**src/rtl/vlsu_pkg.sv**
```systemverilog
// vlsu_pkg: shared types and defaults for the load-side request scheduler.
//   - DefMaxOutst / DefBurstLimit: default in-flight and burst limits.
//   - req_id_t / cmt_cnt_t: descriptor field types.
//   - meta_glb_def_t: default request descriptor (reqId, cmtCnt).
//   - sched_state_e: scheduler FSM state encoding.
package vlsu_pkg;

  localparam int unsigned DefMaxOutst   = 4;
  localparam int unsigned DefBurstLimit = 8;
  localparam int unsigned ReqIdW        = 4;
  localparam int unsigned CmtCntW       = 4;

  typedef logic [ReqIdW-1:0]  req_id_t;
  typedef logic [CmtCntW-1:0] cmt_cnt_t;

  // cmtCnt is the number of commits minus one that the request needs.
  typedef struct packed {
    req_id_t  reqId;
    cmt_cnt_t cmtCnt;
  } meta_glb_def_t;

  typedef enum logic [1:0] {
    ST_IDLE  = 2'd0,
    ST_OWN   = 2'd1,
    ST_DRAIN = 2'd2
  } sched_state_e;

endpackage

```
**src/rtl/CircularQueuePtrTemplate.sv**
```systemverilog
// CircularQueuePtrTemplate: circular queue pointer as a value+flag pair.
// The flag toggles on every wrap so two pointers with equal values can be
// told apart (equal flags = empty, different flags = full).
//   clk_i, rst_ni : clock, async active-low reset
//   incr_i        : advance pointer by one
//   value_o       : slot index
//   flag_o        : wrap flag
module CircularQueuePtrTemplate #(
  parameter int unsigned Depth = 4,
  parameter int unsigned PtrW  = (Depth > 1) ? $clog2(Depth) : 1
) (
  input  logic            clk_i,
  input  logic            rst_ni,
  input  logic            incr_i,
  output logic [PtrW-1:0] value_o,
  output logic            flag_o
);

  logic [PtrW-1:0] value_q;
  logic            flag_q;

  always_ff @(posedge clk_i or negedge rst_ni) begin
    if (!rst_ni) begin
      value_q <= '0;
      flag_q  <= 1'b0;
    end else if (incr_i) begin
      if (32'(value_q) == Depth - 1) begin
        value_q <= '0;
        flag_q  <= ~flag_q;
      end else begin
        value_q <= value_q + PtrW'(1);
      end
    end
  end

  assign value_o = value_q;
  assign flag_o  = flag_q;

endmodule

```
**src/rtl/mshf_req_sched.sv**
```systemverilog
// mshf_req_sched: grants the shared deshuffle datapath to one load requester
// at a time, forwards its descriptors, and tracks per-request commit counts.
//   clk_i, rst_ni          : clock, async active-low reset
//   req_valid_i/ready_o/i  : per-requester descriptor channels
//   meta_valid_o/ready_i/o : forwarded descriptor to the deshuffle unit
//   cmt_fire_i             : one deshuffle commit
//   owner_valid_o/id_o     : current datapath owner (lane-mux steering)
//   done_valid_o/req_id_o  : one-cycle pulse when a request fully commits
//   err_o                  : sticky, commit seen with nothing in flight
//   dbg_state_o/outst_o    : FSM state and in-flight count
// Handshake rule: transfer on a clock edge with valid && ready; meta_valid_o
// is computed without looking at meta_ready_i.
module mshf_req_sched
  import vlsu_pkg::*;
#(
  parameter int unsigned NrReq      = 2,
  parameter int unsigned MaxOutst   = DefMaxOutst,
  parameter int unsigned BurstLimit = DefBurstLimit,
  parameter type         meta_glb_t = meta_glb_def_t,
  parameter int unsigned IdxW       = (NrReq > 1) ? $clog2(NrReq) : 1,
  parameter int unsigned OutstW     = $clog2(MaxOutst + 1)
) (
  input  logic                   clk_i,
  input  logic                   rst_ni,
  input  logic [NrReq-1:0]       req_valid_i,
  output logic [NrReq-1:0]       req_ready_o,
  input  meta_glb_t [NrReq-1:0]  req_i,
  output logic                   meta_valid_o,
  input  logic                   meta_ready_i,
  output meta_glb_t              meta_o,
  input  logic                   cmt_fire_i,
  output logic                   owner_valid_o,
  output logic [IdxW-1:0]        owner_id_o,
  output logic                   done_valid_o,
  output req_id_t                done_req_id_o,
  output logic                   err_o,
  output sched_state_e           dbg_state_o,
  output logic [OutstW-1:0]      dbg_outst_o
);

  localparam int unsigned PtrW   = (MaxOutst > 1) ? $clog2(MaxOutst) : 1;
  localparam int unsigned BurstW = $clog2(BurstLimit + 1);
  localparam logic [OutstW-1:0] MaxOutstV   = OutstW'(MaxOutst);
  localparam logic [BurstW-1:0] BurstLimitV = BurstW'(BurstLimit);

  sched_state_e      state_q;
  logic [IdxW-1:0]   owner_q, rr_ptr_q;
  logic [OutstW-1:0] outst_q, outst_d;
  logic [BurstW-1:0] burst_q;
  logic              owner_valid_q, err_q;

  cmt_cnt_t rem_q [MaxOutst];
  req_id_t  id_q  [MaxOutst];

  logic [PtrW-1:0] enq_val, deq_val;
  logic            enq_flag, deq_flag;

  // First valid requester at or after start, wrapping around.
  function automatic logic [IdxW-1:0] rr_pick(input logic [NrReq-1:0] vld,
                                              input logic [IdxW-1:0]  start);
    logic [IdxW-1:0] sel;
    logic            found;
    int unsigned     idx;
    sel   = start;
    found = 1'b0;
    for (int unsigned k = 0; k < NrReq; k++) begin
      idx = (32'(start) + k) % NrReq;
      if (!found && vld[IdxW'(idx)]) begin
        sel   = IdxW'(idx);
        found = 1'b1;
      end
    end
    return sel;
  endfunction

  function automatic logic [IdxW-1:0] inc_idx(input logic [IdxW-1:0] x);
    return (32'(x) == NrReq - 1) ? '0 : x + IdxW'(1);
  endfunction

  logic [NrReq-1:0] owner_oh, others_vld;
  logic             others_any, owner_req_valid, has_room, burst_full;
  logic             drain_go, accept_ok, push, pop, cmt_ok, head_zero;
  logic             fifo_empty;
  logic [IdxW-1:0]  next_owner;

  assign owner_oh        = NrReq'(1) << owner_q;
  assign others_vld      = req_valid_i & ~owner_oh;
  assign others_any      = |others_vld;
  assign owner_req_valid = req_valid_i[owner_q];
  assign has_room        = outst_q < MaxOutstV;
  assign burst_full      = burst_q == BurstLimitV;
  assign next_owner      = rr_pick(others_vld, inc_idx(owner_q));

  // Once the yield condition holds, stop accepting so the burst ends at
  // exactly BurstLimit and nothing new is queued behind the drain.
  assign drain_go  = (state_q == ST_OWN) && others_any &&
                     (!owner_req_valid || burst_full);
  assign accept_ok = (state_q == ST_OWN) && has_room && !drain_go;

  assign meta_valid_o = accept_ok && owner_req_valid;
  assign meta_o       = req_i[owner_q];
  assign req_ready_o  = (accept_ok && meta_ready_i) ? owner_oh : '0;
  assign push         = meta_valid_o && meta_ready_i;

  assign fifo_empty = (enq_val == deq_val) && (enq_flag == deq_flag);
  assign cmt_ok     = cmt_fire_i && !fifo_empty;
  assign head_zero  = rem_q[deq_val] == '0;
  assign pop        = cmt_ok && head_zero;

  assign done_valid_o  = pop;
  assign done_req_id_o = id_q[deq_val];

  always_comb begin
    outst_d = outst_q;
    if (push && !pop)      outst_d = outst_q + OutstW'(1);
    else if (pop && !push) outst_d = outst_q - OutstW'(1);
  end

  CircularQueuePtrTemplate #(.Depth(MaxOutst)) u_enq_ptr (
    .clk_i   (clk_i),
    .rst_ni  (rst_ni),
    .incr_i  (push),
    .value_o (enq_val),
    .flag_o  (enq_flag)
  );

  CircularQueuePtrTemplate #(.Depth(MaxOutst)) u_deq_ptr (
    .clk_i   (clk_i),
    .rst_ni  (rst_ni),
    .incr_i  (pop),
    .value_o (deq_val),
    .flag_o  (deq_flag)
  );

  // Push only happens when not full, so a same-cycle push and head
  // decrement always touch different slots.
  always_ff @(posedge clk_i or negedge rst_ni) begin
    if (!rst_ni) begin
      for (int i = 0; i < int'(MaxOutst); i++) begin
        rem_q[i] <= '0;
        id_q[i]  <= '0;
      end
    end else begin
      if (cmt_ok && !head_zero) rem_q[deq_val] <= rem_q[deq_val] - cmt_cnt_t'(1);
      if (push) begin
        rem_q[enq_val] <= meta_o.cmtCnt;
        id_q[enq_val]  <= meta_o.reqId;
      end
    end
  end

  always_ff @(posedge clk_i or negedge rst_ni) begin
    if (!rst_ni) begin
      state_q       <= ST_IDLE;
      owner_q       <= '0;
      rr_ptr_q      <= '0;
      burst_q       <= '0;
      outst_q       <= '0;
      owner_valid_q <= 1'b0;
      err_q         <= 1'b0;
    end else begin
      outst_q <= outst_d;
      if (cmt_fire_i && outst_q == '0) err_q <= 1'b1;
      if (push && !burst_full) burst_q <= burst_q + BurstW'(1);
      case (state_q)
        ST_IDLE: begin
          if (|req_valid_i) begin
            owner_q       <= rr_pick(req_valid_i, rr_ptr_q);
            burst_q       <= '0;
            owner_valid_q <= 1'b1;
            state_q       <= ST_OWN;
          end
        end
        ST_OWN: begin
          if (drain_go) begin
            state_q <= ST_DRAIN;
          end else if (outst_q == '0 && !(|req_valid_i)) begin
            state_q       <= ST_IDLE;
            owner_valid_q <= 1'b0;
            rr_ptr_q      <= inc_idx(owner_q);
          end
        end
        ST_DRAIN: begin
          if (outst_q == '0) begin
            if (others_any) begin
              owner_q  <= next_owner;
              rr_ptr_q <= inc_idx(next_owner);
              burst_q  <= '0;
              state_q  <= ST_OWN;
            end else begin
              // Waiting requester went away: release and re-arbitrate.
              state_q       <= ST_IDLE;
              owner_valid_q <= 1'b0;
              rr_ptr_q      <= inc_idx(owner_q);
            end
          end
        end
        default: state_q <= ST_IDLE;
      endcase
    end
  end

  assign owner_valid_o = owner_valid_q;
  assign owner_id_o    = owner_q;
  assign err_o         = err_q;
  assign dbg_state_o   = state_q;
  assign dbg_outst_o   = outst_q;

endmodule
```
**config.mk**
```make
export PLATFORM = sky130hd
export DESIGN_NAME = mshf_req_sched
export DESIGN_NICKNAME = d
export VERILOG_FILES = /design/src/rtl/vlsu_pkg.sv /design/src/rtl/CircularQueuePtrTemplate.sv /design/src/rtl/mshf_req_sched.sv
export SDC_FILE = /design/constraint.sdc
export NUM_CORES = 1
export LEC_CHECK = 0
export CAP_MARGIN = 30
export CORE_ASPECT_RATIO = 2
export CORE_UTILIZATION = 31
export DETAILED_ROUTE_END_ITERATION = 10
export GPL_TIMING_DRIVEN = 0
export PLACE_DENSITY = 0.52
export REMOVE_ABC_BUFFERS = 1
export SYNTH_ARGS = -nofsm -noshare
export SYNTH_HDL_FRONTEND = slang
export SYNTH_SLANG_ARGS = --single-unit
```
**constraint.sdc**
```tcl
create_clock -name clk_i -period 8.9 [get_ports clk_i]
set_clock_uncertainty 0.1 [all_clocks]
set_input_delay 0.89 -clock clk_i [delete_from_list [all_inputs] [get_ports clk_i]]
set_output_delay 0.89 -clock clk_i [all_outputs]
set_load 0.05 [all_outputs]
```
== After elaboration in Yosys (flattened, before gate mapping) ==
Cells that the tools add are included.
Word-level totals
  memories: 0
  input port bits: 22
  bits in latches: 0
  output and inout bits: 24
  memory bits (read-only): 0
  register bits after elaboration: 51
  memory bits (writable): 0
Cells by class
  divide/modulo/power cells: 0
  reductions and logical operators: 46
  eq/ne operators: 14
  shift operators: 1
  add/sub/neg operators: 10
  bitwise logic cells: 6
  $lt $le $gt $ge: 10
  multipliers: 0
  multiplexer cells: 66
Operators with widths (number)
  16-bit bitwise mux: 3
  4-bit 2-to-1 mux: 10
  16-bit 2-to-1 mux: 2
  1-bit 2-to-1 mux: 31
  1-bit logical AND: 20
  4-bit binary-select mux with 2-bit select: 2
  4-bit demux with 2-bit select: 2
  8-bit 2-to-1 mux: 2
  2-bit 2-to-1 mux: 7
  1-bit logical NOT: 10
  1-bit by 2-bit less-than comparator with 1-bit output (second input constant): 5
  2-bit inequality test (second input constant): 5
  4-bit one-hot mux with 2 select lines: 1
  4-bit AND reduction: 2
  2-bit == test (second input constant): 3
  3-bit greater-or-equal comparator (second input constant): 2
  3-bit by 1-bit less-than comparator with 1-bit output (second input constant): 2
  3-bit 2-to-1 mux: 2
  2-bit NOT with 3-bit output: 2
  2-bit one-hot mux with 3 select lines: 1
  6-bit AND reduction: 1
  2-bit nonzero test: 3
  1-bit adder (second input constant): 4
  2-bit by 1-bit adder with 2-bit output (second input constant): 2
  25 further kinds: 29

== Logic depth before layout (Yosys ltp) ==
  depth after elaboration: 15
  mapped depth: 12
  gate-level depth less buffers: 11

== Cells and area by module ==
From an unflattened synthesis, not the netlist that was laid out.
Second synthesis, totals
  cell total of the unflattened synthesis: 265
  area total of the unflattened synthesis: 3007.9 um^2
Modules (own cells, without submodules)
  mshf_req_sched: cells each 247, seq. area each 1126.1 um^2, instances 1, area an instance 2745.1 um^2
  CircularQueuePtrTemplate: cells each 9, seq. area each 75.1 um^2, instances 2, area an instance 131.4 um^2

== Least setup slack after synthesis ==
Ideal clock, no wire load.
  kind: register -> output
  start point: register owner_q (netlist: owner_id_o)
  end point: output port meta_valid_o
  arrival time: 3.086 ns
  cell stages (with the launch flop): 5
  required time: 7.910 ns
  path buffers: 1
  setup slack: 4.824 ns
  path through: dfrtp_1 -> buf_2 -> mux2_2 -> o211a_1 -> nor4b_1
Between the ends
  longest elaborated chain between the ends: 9
  elaborated cells between the ends (all ways): 13
Ends and longest elaborated chain
  start: declaration: line mshf_req_sched.sv:47  | logic [IdxW-1:0] owner_q, rr_ptr_q;
  start signal: assignment: line mshf_req_sched.sv:168  | owner_q <= rr_pick(req_valid_i, rr_ptr_q);
  start signal: assignment: line mshf_req_sched.sv:186  | owner_q <= next_owner;
  1-bit by 1-bit << shifter with 2-bit output: line mshf_req_sched.sv:86  | assign owner_oh = NrReq'(1) << owner_q;
  2-bit NOT: line mshf_req_sched.sv:87  | assign others_vld = req_valid_i & ~owner_oh;
  2-bit AND: line mshf_req_sched.sv:87
  2-bit OR reduction: line mshf_req_sched.sv:88  | assign others_any = |others_vld;
  1-bit logical AND (2 in a row): line mshf_req_sched.sv:96  | assign drain_go = (state_q == ST_OWN) && others_any &&
  1-bit logical NOT: line mshf_req_sched.sv:98  | assign accept_ok = (state_q == ST_OWN) && has_room && !drain_go;
  1-bit logical AND: line mshf_req_sched.sv:98
  1-bit logical AND *: line mshf_req_sched.sv:100  | assign meta_valid_o = accept_ok && owner_req_valid;
  end: declaration: line mshf_req_sched.sv:28  | output logic meta_valid_o,
Every way passes the cells marked *; elsewhere a longest branch is shown, timed or not. The select of a mux whose other input is x is not followed.

== Worst setup path after layout ==
  start point: register u_deq_ptr.value_q[0] (netlist: u_deq_ptr.value_o[0])
  end point: output port done_valid_o
Between the ends
  longest elaborated chain between the ends: 6
  elaborated cells between the ends (all ways): 10
Ends and longest elaborated chain
  start: declaration: line CircularQueuePtrTemplate.sv:19  | logic [PtrW-1:0] value_q;
  start signal: assignment: line CircularQueuePtrTemplate.sv:31  | value_q <= value_q + PtrW'(1);
  2-bit NOT with 3-bit output (not written as such): line mshf_req_sched.sv:107  | assign head_zero = rem_q[deq_val] == '0;
  4-bit binary-select mux with 2-bit select: line mshf_req_sched.sv:107
  4-bit 2-to-1 mux (not written as such) (2 in a row): line mshf_req_sched.sv:107
  4-bit logical NOT: line mshf_req_sched.sv:107
  1-bit logical AND *: line mshf_req_sched.sv:108  | assign pop = cmt_ok && head_zero;
  end: declaration: line mshf_req_sched.sv:34  | output logic done_valid_o,
Marked as above.

==> results.ini <==
[global_routing]
use_met2=0.2722
grt_pass1_wl_mm=11.76
grt_use_met1=0.1742
overflow=0
antenna_found_initial=0
grtUsageTotal=0.1545
busiest_layer=met2
grt_pass1_vias=2313
use_met3=0.02590
grt_max_degree=29

[clocking]
cts_buffer_depth=2
cts-root-buf=clkbuf_16
cts_htree_levels=2
clock_latency_ns=0.29
ctsResizeCount=0
cts_setup_buffers=0
cts_tree=built
cts_buffers=5
path_clk_slew_ns=0.07
ctsHoldBuffers=0
cts_sinks=51

[run_status]
violations=DRC
outcome=finished, violations left

[run]
cap_violations=0

[floorplan]
die_y_um=140.3
die_x_um=71.15
start_util=0.3180
dieArea_um2=9981
fp-row-count=50
pin_count=46
coreArea_um2=9321

[timing]
fmax_mhz=217.8
fin_crit_sh=0.5159
final_max_slew_viol_count=0
layout_setup_ws_ns=4.309
hold_viol=0
worst_pin_slew_ns=0.8999
fin_setup_tns_ns=0
grt_setup_unrepaired=no
fin_crit_ns=4.591
slew-limit-headroom=0.4000
setup_viol=0

[logic_synthesis]
syn_area_um2=2964
synth_cells=273
yosysSeqAreaShare=0.4306
ys.flop_type=dfrtp_1
synth.top_cells.by_area=dfrtp_1, ha_1, mux2i_1
synth_enable_flop_cells=0
synth_top_area_cell=dfrtp_1
synth_commonest_cells=dfrtp_1, nand2_1, o21ai_0
async_flop_share=1.000
postSynthAreaPerCell_um2=10.86
synth_cell_type_count=40
synth_top_area_share=0.4306
synth_most_common_cell=dfrtp_1
yosysWarnings=0
ys_seq_elements=51

[placed_design]
dpl_cell_area_um2=3516
dp_slack_ns=4.534
dp_hpwl_mm=4.988
gp_congestion=0.7728
portBuffers=45

[setup_path]
cp_data_required_time_ns=7.91
reg2reg_slack_ns=5.21
critPathArrivalTime_ns=3.60
end_kind=output pin
crit_type=reg -> out
crit_fanout=13
crit_path_start_kind=flop

[layout]
drive_gt1_frac=0.1006
post-route-util=0.3975
num_antenna_cells=0
fin_area_um2=3705
area_growth_pct=24.99
nets=357

[drt]
wl_mm=6.885
wl_per_cell_um=16.32
drt_pre_antenna_iters=9
drt_iter0_markers=115
drtAntennaViolNets=0
viasPerCell=5.142
drc=4
vias=2170

[power]
leakagePower_uw=0.001642
ir_drop_mv=0.1937
p_per_area_nw_per_um2=395.7
power.total_uw=1466

[worst_hold_path]
holdCritPathClass=reg -> reg

[worst paths after layout]
check / startpoint / endpoint / cells past startpoint
worst max-delay path: u_deq_ptr.value_o[0] / done_valid_o / 5
worst min-delay path: err_o / err_o / 1
worst max register to register: u_deq_ptr.value_o[0] / dbg_outst_o[1] / 9
worst min register to register: err_o / err_o / 1
max in group asynchronous: rst_ni / id_q[13] / 2
min in group asynchronous: rst_ni / dbg_outst_o[2] / 1
[per-layer routing]
metal,routed length (µm),share of wire
met5,0,0
met4,249,0.036
met3,183,0.027
met2,3641,0.53
met1,2810,0.41
[power breakdown]
group	internal (µW)	total, µW	switching, µW
logic	322	773	451
registers	333	443	110
clock network	161	250	88.2
total	816	1470	650
[critical path: stages, from the launching register on]
cell             delay (ns)
dfrtp_1                0.83
mux4_2                 0.62
inv_1                  0.18
ha_1                   0.22
nor4b_2                0.53
clkdlybuf4s50_1        0.92
[state kept, by name (all words and copies together) (netlist names)]
| signal | count |
|---|---|
| owner_id_o | 1 |
| id_q | 16 |
| owner_valid_o | 1 |
| rem_q | 16 |
| rr_ptr_q | 1 |
| err_o | 1 |
| u_enq_ptr.flag_o | 1 |
| u_deq_ptr.value_o | 2 |
| dbg_outst_o | 3 |
| u_enq_ptr.value_o | 2 |
| burst_q | 4 |
| dbg_state_o | 2 |
| u_deq_ptr.flag_o | 1 |
[metrics by stage]
| stage | std cells | hold WS, ns |
|---|---|---|
| final | 422 | 0.3725 |
| after global routing | 422 | 0.4110 |
| after CTS | 422 | 0.3762 |
| after detailed placement | 414 | 0.3603 |
| after global placement | 413 | 0.3505 |
| after floorplan | 264 | 0.3446 |
[placed cells by master, fill, tap and decap left out, drive strengths merged, types with 3 or more instances in the layout]
master         synthesis  final
a21oi                  3      3
a31oi                  3      3
clkbuf                 5      6
clkdlybuf4s50          0     44
dfrtp                 51     51
ha                    17     17
inv                   23     23
mux2                  11     11
mux2i                 18     18
mux4                   8      8
nand2                 36     36
nand3                  8      8
nor2                   9      9
nor3                   5      5
nor3b                  5      5
o21ai                 24     24
o221ai                 8      8
o31ai                  5      5
xnor2                  4      4
xor2                   9      9
[cell families after synthesis]
kind of cell               synth area share
AOI/OAI and AO/OA                    0.1178
xor gates and xnor gates            0.03841
adders and majority gates           0.08189
buffers and inverters               0.04390
DFF                                  0.4306
muxes                                0.1634
and+or+nand+nor                      0.1241
[cell type report]
type,count,area (µm²)
Fill cell,904,5617
Multi-Input combinational cell,190,1558
Sequential cell,51,1276
Timing Repair Buffer,46,465.4
Tap cell,104,130.1
Clock buffer,6,128.9
Inverter,23,86.33
Clock inverter,2,60.06
Power figures use the tool's default switching activity.
